===== config.mk =====
export PLATFORM = sky130hd
export DESIGN_NAME = data_qmux_seq
export DESIGN_NICKNAME = d
export VERILOG_FILES = /design/src/rtl/data_qmux_pkg.sv /design/src/rtl/qmux_group_dec.sv /design/src/rtl/data_qmux_seq.sv
export SDC_FILE = /design/constraint.sdc
export NUM_CORES = 1
export LEC_CHECK = 0
export ABC_CLOCK_PERIOD_IN_PS = 2100
export BUFFER_PORTS_ARGS = -buffer_cell sky130_fd_sc_hd__buf_2
export CORE_ASPECT_RATIO = 0.75
export CORE_MARGIN = 2
export CORE_UTILIZATION = 48
export CTS_CLUSTER_DIAMETER = 200
export DETAILED_ROUTE_END_ITERATION = 8
export PLACE_DENSITY = 0.84
export SYNTH_ARGS = -nofsm -noshare
export SYNTH_HDL_FRONTEND = slang
export SYNTH_SLANG_ARGS = --single-unit
export TNS_END_PERCENT = 30

===== constraint.sdc =====
create_clock -name clk -period 2.1 [get_ports clk]
set_clock_uncertainty 0.1 [all_clocks]
set_input_delay 0.21 -clock clk [delete_from_list [all_inputs] [get_ports clk]]
set_output_delay 0.21 -clock clk [all_outputs]
set_load 0.02 [all_outputs]

===== src/rtl/data_qmux_pkg.sv =====
// rtl/data_qmux_pkg.sv - shared opcodes, state enum and source fields for the Q-opcode router
package data_qmux_pkg;

    localparam logic [3:0] OP_NOP       = 4'b0000;
    localparam logic [3:0] OP_ZERO_CD   = 4'b0001;
    localparam logic [3:0] OP_ZERO_AB   = 4'b0010;
    localparam logic [3:0] OP_ZERO_ABCD = 4'b0011;
    localparam logic [3:0] OP_UIO_SPLIT = 4'b0100;
    localparam logic [3:0] OP_UIO_CD    = 4'b0101;
    localparam logic [3:0] OP_UIO_AB    = 4'b0110;
    localparam logic [3:0] OP_UIO_ACBD  = 4'b0111;
    localparam logic [3:0] OP_MN_SPLIT  = 4'b1000;
    localparam logic [3:0] OP_MN_CD     = 4'b1001;
    localparam logic [3:0] OP_MN_AB     = 4'b1010;
    localparam logic [3:0] OP_MN_ACBD   = 4'b1011;
    localparam logic [3:0] OP_STREAM    = 4'b1100;
    localparam logic [3:0] OP_ONES_CD   = 4'b1101;
    localparam logic [3:0] OP_ONES_AB   = 4'b1110;
    localparam logic [3:0] OP_ONES_ABCD = 4'b1111;

    // Upper two opcode bits pick the data source; lower two pick the target pattern.
    localparam logic [1:0] SRC_ZERO = 2'b00;
    localparam logic [1:0] SRC_UIO  = 2'b01;
    localparam logic [1:0] SRC_MN   = 2'b10;
    localparam logic [1:0] SRC_SPEC = 2'b11;

    typedef enum logic {
        S_IDLE   = 1'b0,
        S_STREAM = 1'b1
    } state_t;

    function automatic logic [1:0] op_src(input logic [3:0] op);
        return op[3:2];
    endfunction

endpackage


===== src/rtl/qmux_group_dec.sv =====
// rtl/qmux_group_dec.sv - next-value decoder for one A/B/C/D quad group
module qmux_group_dec
    import data_qmux_pkg::*;
#(
    parameter int DATA_W = 4
) (
    input  logic [3:0]        op,
    input  logic [DATA_W-1:0] a,
    input  logic [DATA_W-1:0] b,
    input  logic [DATA_W-1:0] c,
    input  logic [DATA_W-1:0] d,
    input  logic [DATA_W-1:0] uio_h,
    input  logic [DATA_W-1:0] uio_l,
    input  logic [DATA_W-1:0] m,
    input  logic [DATA_W-1:0] n,
    output logic [DATA_W-1:0] a_nxt,
    output logic [DATA_W-1:0] b_nxt,
    output logic [DATA_W-1:0] c_nxt,
    output logic [DATA_W-1:0] d_nxt
);

    logic [1:0]        src;
    logic [DATA_W-1:0] hi;
    logic [DATA_W-1:0] lo;

    // Pick the source pair, then place it according to the target pattern; unnamed registers hold.
    always_comb begin
        src   = op_src(op);
        hi    = '0;
        lo    = '0;
        a_nxt = a;
        b_nxt = b;
        c_nxt = c;
        d_nxt = d;
        case (src)
            SRC_UIO:  begin hi = uio_h; lo = uio_l; end
            SRC_MN:   begin hi = m;     lo = n;     end
            SRC_SPEC: begin hi = '1;    lo = '1;    end
            default:  begin hi = '0;    lo = '0;    end
        endcase
        if (src == SRC_ZERO || src == SRC_SPEC) begin
            // Fill ops: pattern 00 is NOP (zero source) or STREAM (handled by the top).
            case (op[1:0])
                2'b01:   begin c_nxt = hi; d_nxt = hi; end
                2'b10:   begin a_nxt = hi; b_nxt = hi; end
                2'b11:   begin a_nxt = hi; b_nxt = hi; c_nxt = hi; d_nxt = hi; end
                default: ;
            endcase
        end else begin
            case (op[1:0])
                2'b00:   begin a_nxt = hi; b_nxt = hi; c_nxt = lo; d_nxt = lo; end
                2'b01:   begin c_nxt = hi; d_nxt = lo; end
                2'b10:   begin a_nxt = hi; b_nxt = lo; end
                default: begin a_nxt = hi; b_nxt = lo; c_nxt = hi; d_nxt = lo; end
            endcase
        end
    end

endmodule


===== src/rtl/data_qmux_seq.sv =====
// rtl/data_qmux_seq.sv - grouped Q-opcode register router with op handshake and STREAM load
module data_qmux_seq
    import data_qmux_pkg::*;
#(
    parameter  int DATA_W = 4,
    parameter  int NREG   = 4,
    localparam int NGRP   = NREG / 4,
    localparam int GSEL_W = (NGRP > 1) ? $clog2(NGRP) : 1
) (
    input  logic                     clk,
    input  logic                     rst_n,
    input  logic [3:0]               op,
    input  logic                     op_valid,
    output logic                     op_ready,
    input  logic [GSEL_W-1:0]        grp_sel,
    input  logic [DATA_W-1:0]        uio_h,
    input  logic [DATA_W-1:0]        uio_l,
    input  logic [DATA_W-1:0]        m,
    input  logic [DATA_W-1:0]        n,
    input  logic                     uio_valid,
    input  logic                     abort,
    output logic [NREG*DATA_W-1:0]   regs_o,
    output logic                     busy,
    output logic                     done,
    output logic                     err
);

    localparam int                NBEAT    = NREG / 2;
    localparam int                CNT_W    = (NBEAT > 1) ? $clog2(NBEAT) : 1;
    localparam logic [CNT_W-1:0]  CNT_LAST = CNT_W'(NBEAT - 1);
    localparam int                GRP_BITS = 4 * DATA_W;

    state_t                   state_q, state_d;
    logic [CNT_W-1:0]         cnt_q, cnt_d;
    logic [NREG*DATA_W-1:0]   regs_q, regs_d;
    logic [NREG*DATA_W-1:0]   dec_flat;
    logic                     done_q, done_d;
    logic                     err_q, err_d;
    logic                     grp_ok;

    // Every group gets a decoder; only the addressed group's result is committed.
    for (genvar g = 0; g < NGRP; g++) begin : g_dec
        qmux_group_dec #(.DATA_W(DATA_W)) u_dec (
            .op    (op),
            .a     (regs_q[(4*g+0)*DATA_W +: DATA_W]),
            .b     (regs_q[(4*g+1)*DATA_W +: DATA_W]),
            .c     (regs_q[(4*g+2)*DATA_W +: DATA_W]),
            .d     (regs_q[(4*g+3)*DATA_W +: DATA_W]),
            .uio_h (uio_h),
            .uio_l (uio_l),
            .m     (m),
            .n     (n),
            .a_nxt (dec_flat[(4*g+0)*DATA_W +: DATA_W]),
            .b_nxt (dec_flat[(4*g+1)*DATA_W +: DATA_W]),
            .c_nxt (dec_flat[(4*g+2)*DATA_W +: DATA_W]),
            .d_nxt (dec_flat[(4*g+3)*DATA_W +: DATA_W])
        );
    end

    assign grp_ok   = ({1'b0, grp_sel} < (GSEL_W + 1)'(NGRP));
    assign op_ready = (state_q == S_IDLE);
    assign busy     = (state_q == S_STREAM);
    assign regs_o   = regs_q;
    assign done     = done_q;
    assign err      = err_q;

    // Next-state, beat counter, register-file update and pulse generation.
    always_comb begin
        state_d = state_q;
        cnt_d   = cnt_q;
        regs_d  = regs_q;
        done_d  = 1'b0;
        err_d   = 1'b0;
        case (state_q)
            S_IDLE: begin
                if (op_valid) begin
                    if (op == OP_STREAM) begin
                        state_d = S_STREAM;
                        cnt_d   = '0;
                    end else if (!grp_ok) begin
                        err_d = 1'b1;
                    end else begin
                        for (int g = 0; g < NGRP; g++) begin
                            if (grp_sel == GSEL_W'(g)) begin
                                regs_d[g*GRP_BITS +: GRP_BITS] = dec_flat[g*GRP_BITS +: GRP_BITS];
                            end
                        end
                    end
                end
            end
            S_STREAM: begin
                // abort outranks a coincident beat, so that beat is dropped.
                if (abort) begin
                    state_d = S_IDLE;
                end else if (uio_valid) begin
                    for (int i = 0; i < NBEAT; i++) begin
                        if (cnt_q == CNT_W'(i)) begin
                            regs_d[(2*i)*DATA_W   +: DATA_W] = uio_h;
                            regs_d[(2*i+1)*DATA_W +: DATA_W] = uio_l;
                        end
                    end
                    if (cnt_q == CNT_LAST) begin
                        state_d = S_IDLE;
                        done_d  = 1'b1;
                    end else begin
                        cnt_d = cnt_q + 1'b1;
                    end
                end
            end
            default: state_d = S_IDLE;
        endcase
    end

    // State, counter, registers and pulse outputs; async reset clears everything.
    always_ff @(posedge clk or negedge rst_n) begin
        if (!rst_n) begin
            state_q <= S_IDLE;
            cnt_q   <= '0;
            regs_q  <= '0;
            done_q  <= 1'b0;
            err_q   <= 1'b0;
        end else begin
            state_q <= state_d;
            cnt_q   <= cnt_d;
            regs_q  <= regs_d;
            done_q  <= done_d;
            err_q   <= err_d;
        end
    end

endmodule

**Yosys cells after proc, flatten, opt, wreduce, memory -nomap -nowiden**

Index checks and enable logic that the tools add are counted.
W data, S select, Z words.

- Add/sub/neg operators: 1
- $lt $le $gt $ge: 1
- Equal/unequal tests: 20
- Muxes and demuxes: 41
- Bitwise gates (word level): 1
- Reduce and logical (&&, ||, !) cells: 8

Operator list:

| operator | count |
|---|---|
| $mux W16 | 6 |
| $mux W4 | 8 |
| $pmux W16 S2 | 1 |
| $pmux W4 S3 | 2 |
| $mux W1 | 18 |
| $reduce_and A9 Y1 | 2 |
| $mux W8 | 2 |
| $pmux W4 S2 | 2 |
| $ne A2 B2 Y1 const B | 6 |
| $eq A2 B2 Y1 const B | 4 |
| $ne A2 B1 Y1 const B | 3 |
| $ne A3 B2 Y1 const B | 2 |
| $ne A3 B3 Y1 const B | 2 |
| $eq A2 B1 Y1 const B | 2 |
| $eq A4 B4 Y1 const B | 1 |
| $logic_not A2 Y1 | 2 |
| $pmux W1 S2 | 2 |
| $reduce_and A4 Y1 | 1 |
| $reduce_or A2 Y1 | 2 |
| $add A1 B1 Y1 const B | 1 |
| $logic_or A1 B1 Y1 | 1 |
| $lt A1 B1 Y1 const B | 1 |
| $not A1 Y1 | 1 |

- Flip-flop bits (word level): 20
- Input bits: 26
- Output and inout port bits: 20
- Word-level logic and storage cells: 78

**Logic depth before layout (Yosys ltp)**

Gate-level depths: netlist of run 1.

- Depth in word-level cells: 9
- Depth in mapped cells: 7
- Gate-level depth less buffers: 6

**Modules after synthesis**

A second synthesis of run 1 with hierarchy kept.

- Cells, all modules: 165
- Area, all modules: 1582.8 um^2

Modules (own cells, without submodules):

| module | instances | cells each | area each (um^2) | seq. area each (um^2) |
|---|---|---|---|---|
| data_qmux_seq | 1 | 96 | 1043.5 | 500.5 |
| qmux_group_dec | 1 | 69 | 539.3 | 0.0 |

**Worst setup path before layout of run 1**

Ideal clock, no wire load.

- Kind: register -> register
- Start point: register state_q (netlist: busy)
- End point: register regs_q[10] (netlist: regs_o[10])
- Setup time: 0.125 ns
- Arrival: 1.594 ns
- Data required time: 1.875 ns
- Path slack: 0.281 ns
- Cell stages (with the launch flop): 6
- Buffers on the path: 2
- Clock period less this slack: 1.819 ns
- Path through: dfrtp_1 buf_6 nor4b_4 a21o_1 buf_6 mux2_4

- Longest elaborated chain between the ends: 3
- Elaborated cells between the ends (all ways): 12
- Those cells by class: 9 x eq/ne; 1 x mux; 1 x bitwise; 1 x reduce/logical

Ends and longest elaborated chain:

| element | RTL line | RTL |
|---|---|---|
| from (decl) | data_qmux_seq.sv:33 | `state_t state_q, state_d;` |
| from (signal assigned) | data_qmux_seq.sv:123 | `state_q <= state_d;` |
| $not A1 Y1 | - |  |
| $ne A3 B2 Y1 (no line) (tied with other cells) | - |  |
| $reduce_and A9 Y1 (no line) | - |  |
| to (signal assigned) | data_qmux_seq.sv:125 | `regs_q <= regs_d;` |
| to (decl) | data_qmux_seq.sv:35 | `logic [NREG*DATA_W-1:0] regs_q, regs_d;` |

Parallel ways exist; a longest one is shown, timed or not.
A chain may end at the register's enable or synchronous reset.

**Final worst setup path of run 1**

- Start point: register state_q (netlist: busy)
- End point: register regs_q[5] (netlist: regs_o[5])

Same word-level chain as after synthesis.

==> results of run 1 <==
power by group through the flow:
stage | registers (mW) | clock network [mW] | logic, mW
global route | 0.529 | 0.321 | 0.536
CTS | 0.520 | 0.303 | 0.495
detailed placement | 0.527 | 0 | 0.492
finish | 0.520 | 0.296 | 0.496
global placement | 0.522 | 0 | 0.481
floorplan | 0.628 | 0 | 0.210
layout make-up:
type / count / share of cell area [%]
Multi-Input combinational cell: 94 / 45.5
Sequential cell: 20 / 30.1
Timing Repair Buffer: 53 / 17.3
Clock buffer: 4 / 3.31
Tap cell: 36 / 2.71
Inverter: 5 / 1.13
registers in the layout (all words and copies together) (netlist names):
name,cells
cnt_q,1
done,1
regs_o,16
err,1
busy,1
what timing repair did:
| item | CTS | global route |
|---|---|---|
| hold buffers | 1 | 0 |
| endpoints found under the setup margin | 0 | 0 |
| endpoints found under the hold margin | 20 | 0 |
per-stage QoR:
stage / hold WS (ns) / total power, mW / utilization [%] / setup slack (ns) / instance area, um2
global placement: 0.0710 / 1.00 / 61.0 / 0.147 / 1600
floorplan: -0.186 / 0.838 / - / 0.281 / 1330
detailed placement: 0.0824 / 1.02 / 61.0 / 0.124 / 1600
CTS: 0.121 / 1.32 / 63.5 / 0.202 / 1660
finish: 0.121 / 1.31 / 63.5 / 0.196 / 1660
global route: 0.167 / 1.39 / 63.5 / 0.0917 / 1660
kinds of logic (layout without fill, tap and decap cells):
logic type / after synthesis / count (layout) / synth area share, %
compound gates: 48 / 48 / 26.9
simple gates: 28 / 28 / 12.9
flops: 20 / 20 / 37.6
buf+inv: 14 / 62 / 5.46
mux: 13 / 13 / 12.4
fa+ha+maj: 5 / 5 / 4.70
worst register-to-register path, stage by stage, from the launching register on:
cell,delay (ns)
dfrtp_1,0.57
nor4b_4,0.37
buf_4,0.19
o2bb2ai_4,0.19
mux2_2,0.38
cell usage after synthesis, types with 2 or more instances:
library cell | count | area share, %
dfrtp_1 | 20 | 38
o21ai_0 | 14 | 5.3
nand2_1 | 13 | 3.7
mux2_2 | 8 | 6.8
a221oi_1 | 7 | 4.6
a21oi_1 | 5 | 1.9
ha_1 | 5 | 4.7
inv_1 | 5 | 1.4
mux2_4 | 5 | 5.6
buf_2 | 4 | 1.5
nor2b_1 | 4 | 1.9
o221ai_1 | 4 | 2.6
o31a_1 | 4 | 2.6
a211oi_1 | 3 | 1.7
a22oi_1 | 3 | 1.7
a31oi_1 | 3 | 1.4
clkbuf_1 | 3 | 0.85
nor2_1 | 3 | 0.85
buf_6 | 2 | 1.7
nor3b_2 | 2 | 1.9
routing by layer:
metal / GRT usage, % / share of wire (%)
met1: 30.5 / 41
met2: 37.3 / 47
met3: 4.79 / 10
met4: 8.16 / 1.4
met5: 0 / 0
worst min-delay path by stage:
stage	from	end	slack (ns)	depth (start not counted)
after floorplan	rst_n	busy$_DFF_PN0_	-0.19	0
after global placement	rst_n	done$_DFF_PN0_	0.07	1
after detailed placement	rst_n	regs_o[9]$_DFFE_PN0P_	0.08	1
after CTS	abort	busy$_DFF_PN0_	0.12	4
after global routing	abort	busy$_DFF_PN0_	0.17	4
final	abort	busy$_DFF_PN0_	0.12	4
==> metrics.cfg, run 1 <==
[status]
status = complete, no violations

[detailed_routing]
drc = 0
antenna_left = 0
vias = 1259
wl_per_cell_um = 16.4
via_per_inst = 5.94
dr.pass1.iters = 5
wl_mm = 3.47
drt_iter0_markers = 116

[clock_tree]
cts_tree = yes
cts_buffers = 3
cts_setup_buffers = 0
cts_resized = 0
clkSinkCount = 20
h-tree-depth = 1
root_buffer = clkbuf_8
cts_buffer_depth = 2
insertion_delay_ns = 0.26
clk_pin_slew_worst_paths_ns = 0.08

[critical_path]
rr_endpoint = regs_o[5]$_DFFE_PN0P_
cpPeakStageDelay_ns = 0.57
crit_path_start = busy$_DFF_PN0_
r2r_cells = 4
path_depth = 4
crit_family = flip-flops
crit_path_end = regs_o[5]$_DFFE_PN0P_
critPathMaxFanout = 15
start_kind = flip-flop
crit_buf_inv = 1
critPathRequiredTime_ns = 2.15
cp.arrival_ns = 1.95
r2r_setup_slack_ns = 0.20
crit_type = reg2reg
slowest_stage = dfrtp_1
cp-end-kind = flip-flop
reg2reg_from = busy$_DFF_PN0_
cp_cell_sequence = nor4b_4 -> buf_4 -> o2bb2ai_4 -> mux2_2

[finish]
drive_gt1_share_pct = 43.8
layout_common_cells = buf_2 (45), dfrtp_1 (20), o21ai_0 (14), nand2_1 (13), mux2_2 (8)
seqCellArea_um2 = 500
fin_nets = 208
fillCellCount = 219
multi_input_area_um2 = 757
syn_to_final_growth_pct = 25.1
final_cell_count_no_fill = 212
layout_commonest_cell = buf_2
diodes = 0

[synth]
synth_area_per_cell_um2 = 10.4
synth_cell_types = 31
synth.cell_area_mm2 = 0.00133
synth_edf_count = 0
synth_nets = 159
async_flop_share_pct = 100
ys_seq_area_share_pct = 37.6
yosys_warnings = 0
ys_ff_latch = 20
ys.flop_type = dfrtp_1
synth_cells = 128

[power_and_ir_drop]
clkPwrFrac_pct = 22.5
ir_drop_mv = 0.356
p_seq_share_pct = 39.6
power_density_mw_per_mm2 = 788
combPwrFrac_pct = 37.8
swShare_pct = 34.7
p_int_mw = 0.856
p_leak_nw = 0.790
p_sw_mw = 0.456

[timing]
period_minus_slack_ns = 1.90
fmax_mhz = 525
fin_crit_sh_pct = 90.7
maxSlewHeadroom_pct = 66.7
hold_viol = 0
worstMarginPinSlew_ns = 0.500
rsz0062_at_grt = no
fin_setup_tns_ns = 0
finalMaxSlewViolations = 0
setup_violations = 0

[grt]
grt_util_all_layers_pct = 23.0
grt_pass1_wl_mm = 5.71
antenna_found_initial = 0
first_global_vias = 1269
grt_max_degree = 21
globalRouteOverflowTotal = 0

[die]
die_area_mm2 = 0.00321
coreArea_mm2 = 0.00262
die_w_um = 64.8
fp.dieH_um = 49.6
ioPinCount = 46
rows = 16
start_util_pct = 50.7

[worst_hold_path]
hold_class = in2reg

[place]
gp_congestion = 1.02
dp_hpwl_mm = 2.71
io_buffer_count = 45
dpl.cell_count = 207

[flow_run]
max_cap_violations = 0

Note: power is estimated with default switching activity, not from simulation.
==> inputs of run 2 (changes only) <==
--- a/config.mk
+++ b/config.mk
@@ -12,7 +12,7 @@
 export CORE_UTILIZATION = 48
 export CTS_CLUSTER_DIAMETER = 200
 export DETAILED_ROUTE_END_ITERATION = 8
-export PLACE_DENSITY = 0.84
+export PLACE_DENSITY = 0.77
 export SYNTH_ARGS = -nofsm -noshare
 export SYNTH_HDL_FRONTEND = slang
 export SYNTH_SLANG_ARGS = --single-unit
==> run 2 against run 1 <==
Wire length is 2.7% higher; final cell count stayed put; fmax is 4.7% lower; via count is 0.64% higher; power is 0.15% lower; clock power hardly changed; hold slack better by 0.028 ns; utilization stayed put; sequential cell count stayed put; largest power group unchanged; clock-buffer cell count stayed put; critical path depth stayed put.
==> metrics.cfg, run 2 (synthesized netlist as in run 1, its figures left out) <==
[grt]
globalRouteOverflowTotal = 0
antenna_found_initial = 0
grt_pass1_wl_mm = 5.69
grt_max_degree = 21
grt_util_all_layers_pct = 23.2
first_global_vias = 1233

[die]
ioPinCount = 46
die_area_mm2 = 0.00321
die_w_um = 64.8
start_util_pct = 50.7
fp.dieH_um = 49.6
rows = 16
coreArea_mm2 = 0.00262

[detailed_routing]
antenna_left = 0
wl_mm = 3.56
via_per_inst = 5.98
dr.pass1.iters = 4
wl_per_cell_um = 16.8
drt_iter0_markers = 119
vias = 1267
drc = 0

[finish]
multi_input_area_um2 = 757
syn_to_final_growth_pct = 25.1
layout_common_cells = buf_2 (45), dfrtp_1 (20), o21ai_0 (14), nand2_1 (13), mux2_2 (8)
diodes = 0
drive_gt1_share_pct = 43.8
post-route-util_pct = 63.5
largest_reg_flops = 16
seqCellArea_um2 = 500
fin_nets = 208
layout_commonest_cell = buf_2
fillCellCount = 220

[timing]
fin_crit_sh_pct = 95.1
rsz0062_at_grt = no
finalMaxSlewViolations = 0
maxSlewHeadroom_pct = 59.5
holdWs_ns = 0.150
worstMarginPinSlew_ns = 0.608
fmax_mhz = 501
setup_violations = 0
fin_setup_tns_ns = 0
hold_viol = 0
period_minus_slack_ns = 2.00

[clock_tree]
clkSinkCount = 20
root_buffer = clkbuf_8
cts_buffers = 3
insertion_delay_ns = 0.26
clk_pin_slew_worst_paths_ns = 0.07
cts_buffer_depth = 2
cts_tree = yes
cts_setup_buffers = 0
h-tree-depth = 1

[critical_path]
cp-end-kind = flip-flop
cp.arrival_ns = 2.04
start_kind = flip-flop
critPathMaxFanout = 11
slowest_stage = dfrtp_1
crit_type = reg2reg
r2r_setup_slack_ns = 0.10
cpPeakStageDelay_ns = 0.56
critPathRequiredTime_ns = 2.15
cp_cell_sequence = or2_0 -> or2_2 -> o221ai_1 -> mux2_2

[place]
io_buffer_count = 45
dp_hpwl_mm = 2.76
gp_congestion = 0.958

[power_and_ir_drop]
ir_drop_mv = 0.296
p_leak_nw = 0.791
power_density_mw_per_mm2 = 787
finalPower_mw = 1.31

[flow_run]
max_cap_violations = 0

[worst_hold_path]
hold_class = in2reg

[status]
status = complete, no violations

-- run 2: cell counts in the layout (fill, tap and decap cells not counted) --
No cell type changed its count.
-- run 2: area by class of cell --
type,count,share of cell area (%)
repair buffers,53,17.3
flip-flops and latches,20,30.1
well taps,36,2.71
clock buffers,4,3.31
multi-input cells,94,45.5
inverters,5,1.13
-- run 2: routing by layer --
metal	GRT usage [%]	wire, um	up-vias
met5	0	0	-
met4	10.3	65	0
met3	3.20	305	11
met2	38.8	1660	71
met1	29.8	1530	608
li1	-	-	577
-- run 2: worst paths after layout --
| kind | start | end | cells after the start |
|---|---|---|---|
| max in group asynchronous | rst_n | regs_o[4]$_DFFE_PN0P_ | 2 |
| max reg2reg | busy$_DFF_PN0_ | regs_o[6]$_DFFE_PN0P_ | 4 |
| min in group asynchronous | rst_n | regs_o[14]$_DFFE_PN0P_ | 2 |
| max | busy$_DFF_PN0_ | regs_o[6]$_DFFE_PN0P_ | 4 |
| min reg2reg | regs_o[0]$_DFFE_PN0P_ | regs_o[0]$_DFFE_PN0P_ | 1 |
| min | op_valid | busy$_DFF_PN0_ | 3 |
-- run 2: repair_timing --
action,in CTS,in global routing
setup endpoints to repair,0,1
hold endpoints to repair,20,0
hold buffers,1,0
gates resized for setup,0,1
-- run 2: critical path, delay by kind of cell, from the launching register on --
kind / cells / cell delay (ns)
flip-flops: 1 / 0.56
AND/OR/NAND/NOR: 2 / 0.80
multiplexers: 1 / 0.29
AO/OA/AOI/OAI: 1 / 0.13
-- run 2: per-stage QoR --
step | instance area [um2] | worst slack (ns) | cells
detailed placement | 1600 | 0.0576 | 207
global placement | 1600 | 0.0987 | 207
floorplan | 1330 | 0.281 | 128
global route | 1660 | 0.0457 | 212
finish | 1660 | 0.102 | 212
CTS | 1660 | 0.103 | 212
-- run 2: report_power, final --
part,switching [mW],internal [mW]
clock,0.127,0.167
sequential,0.0465,0.471
combinational,0.281,0.218
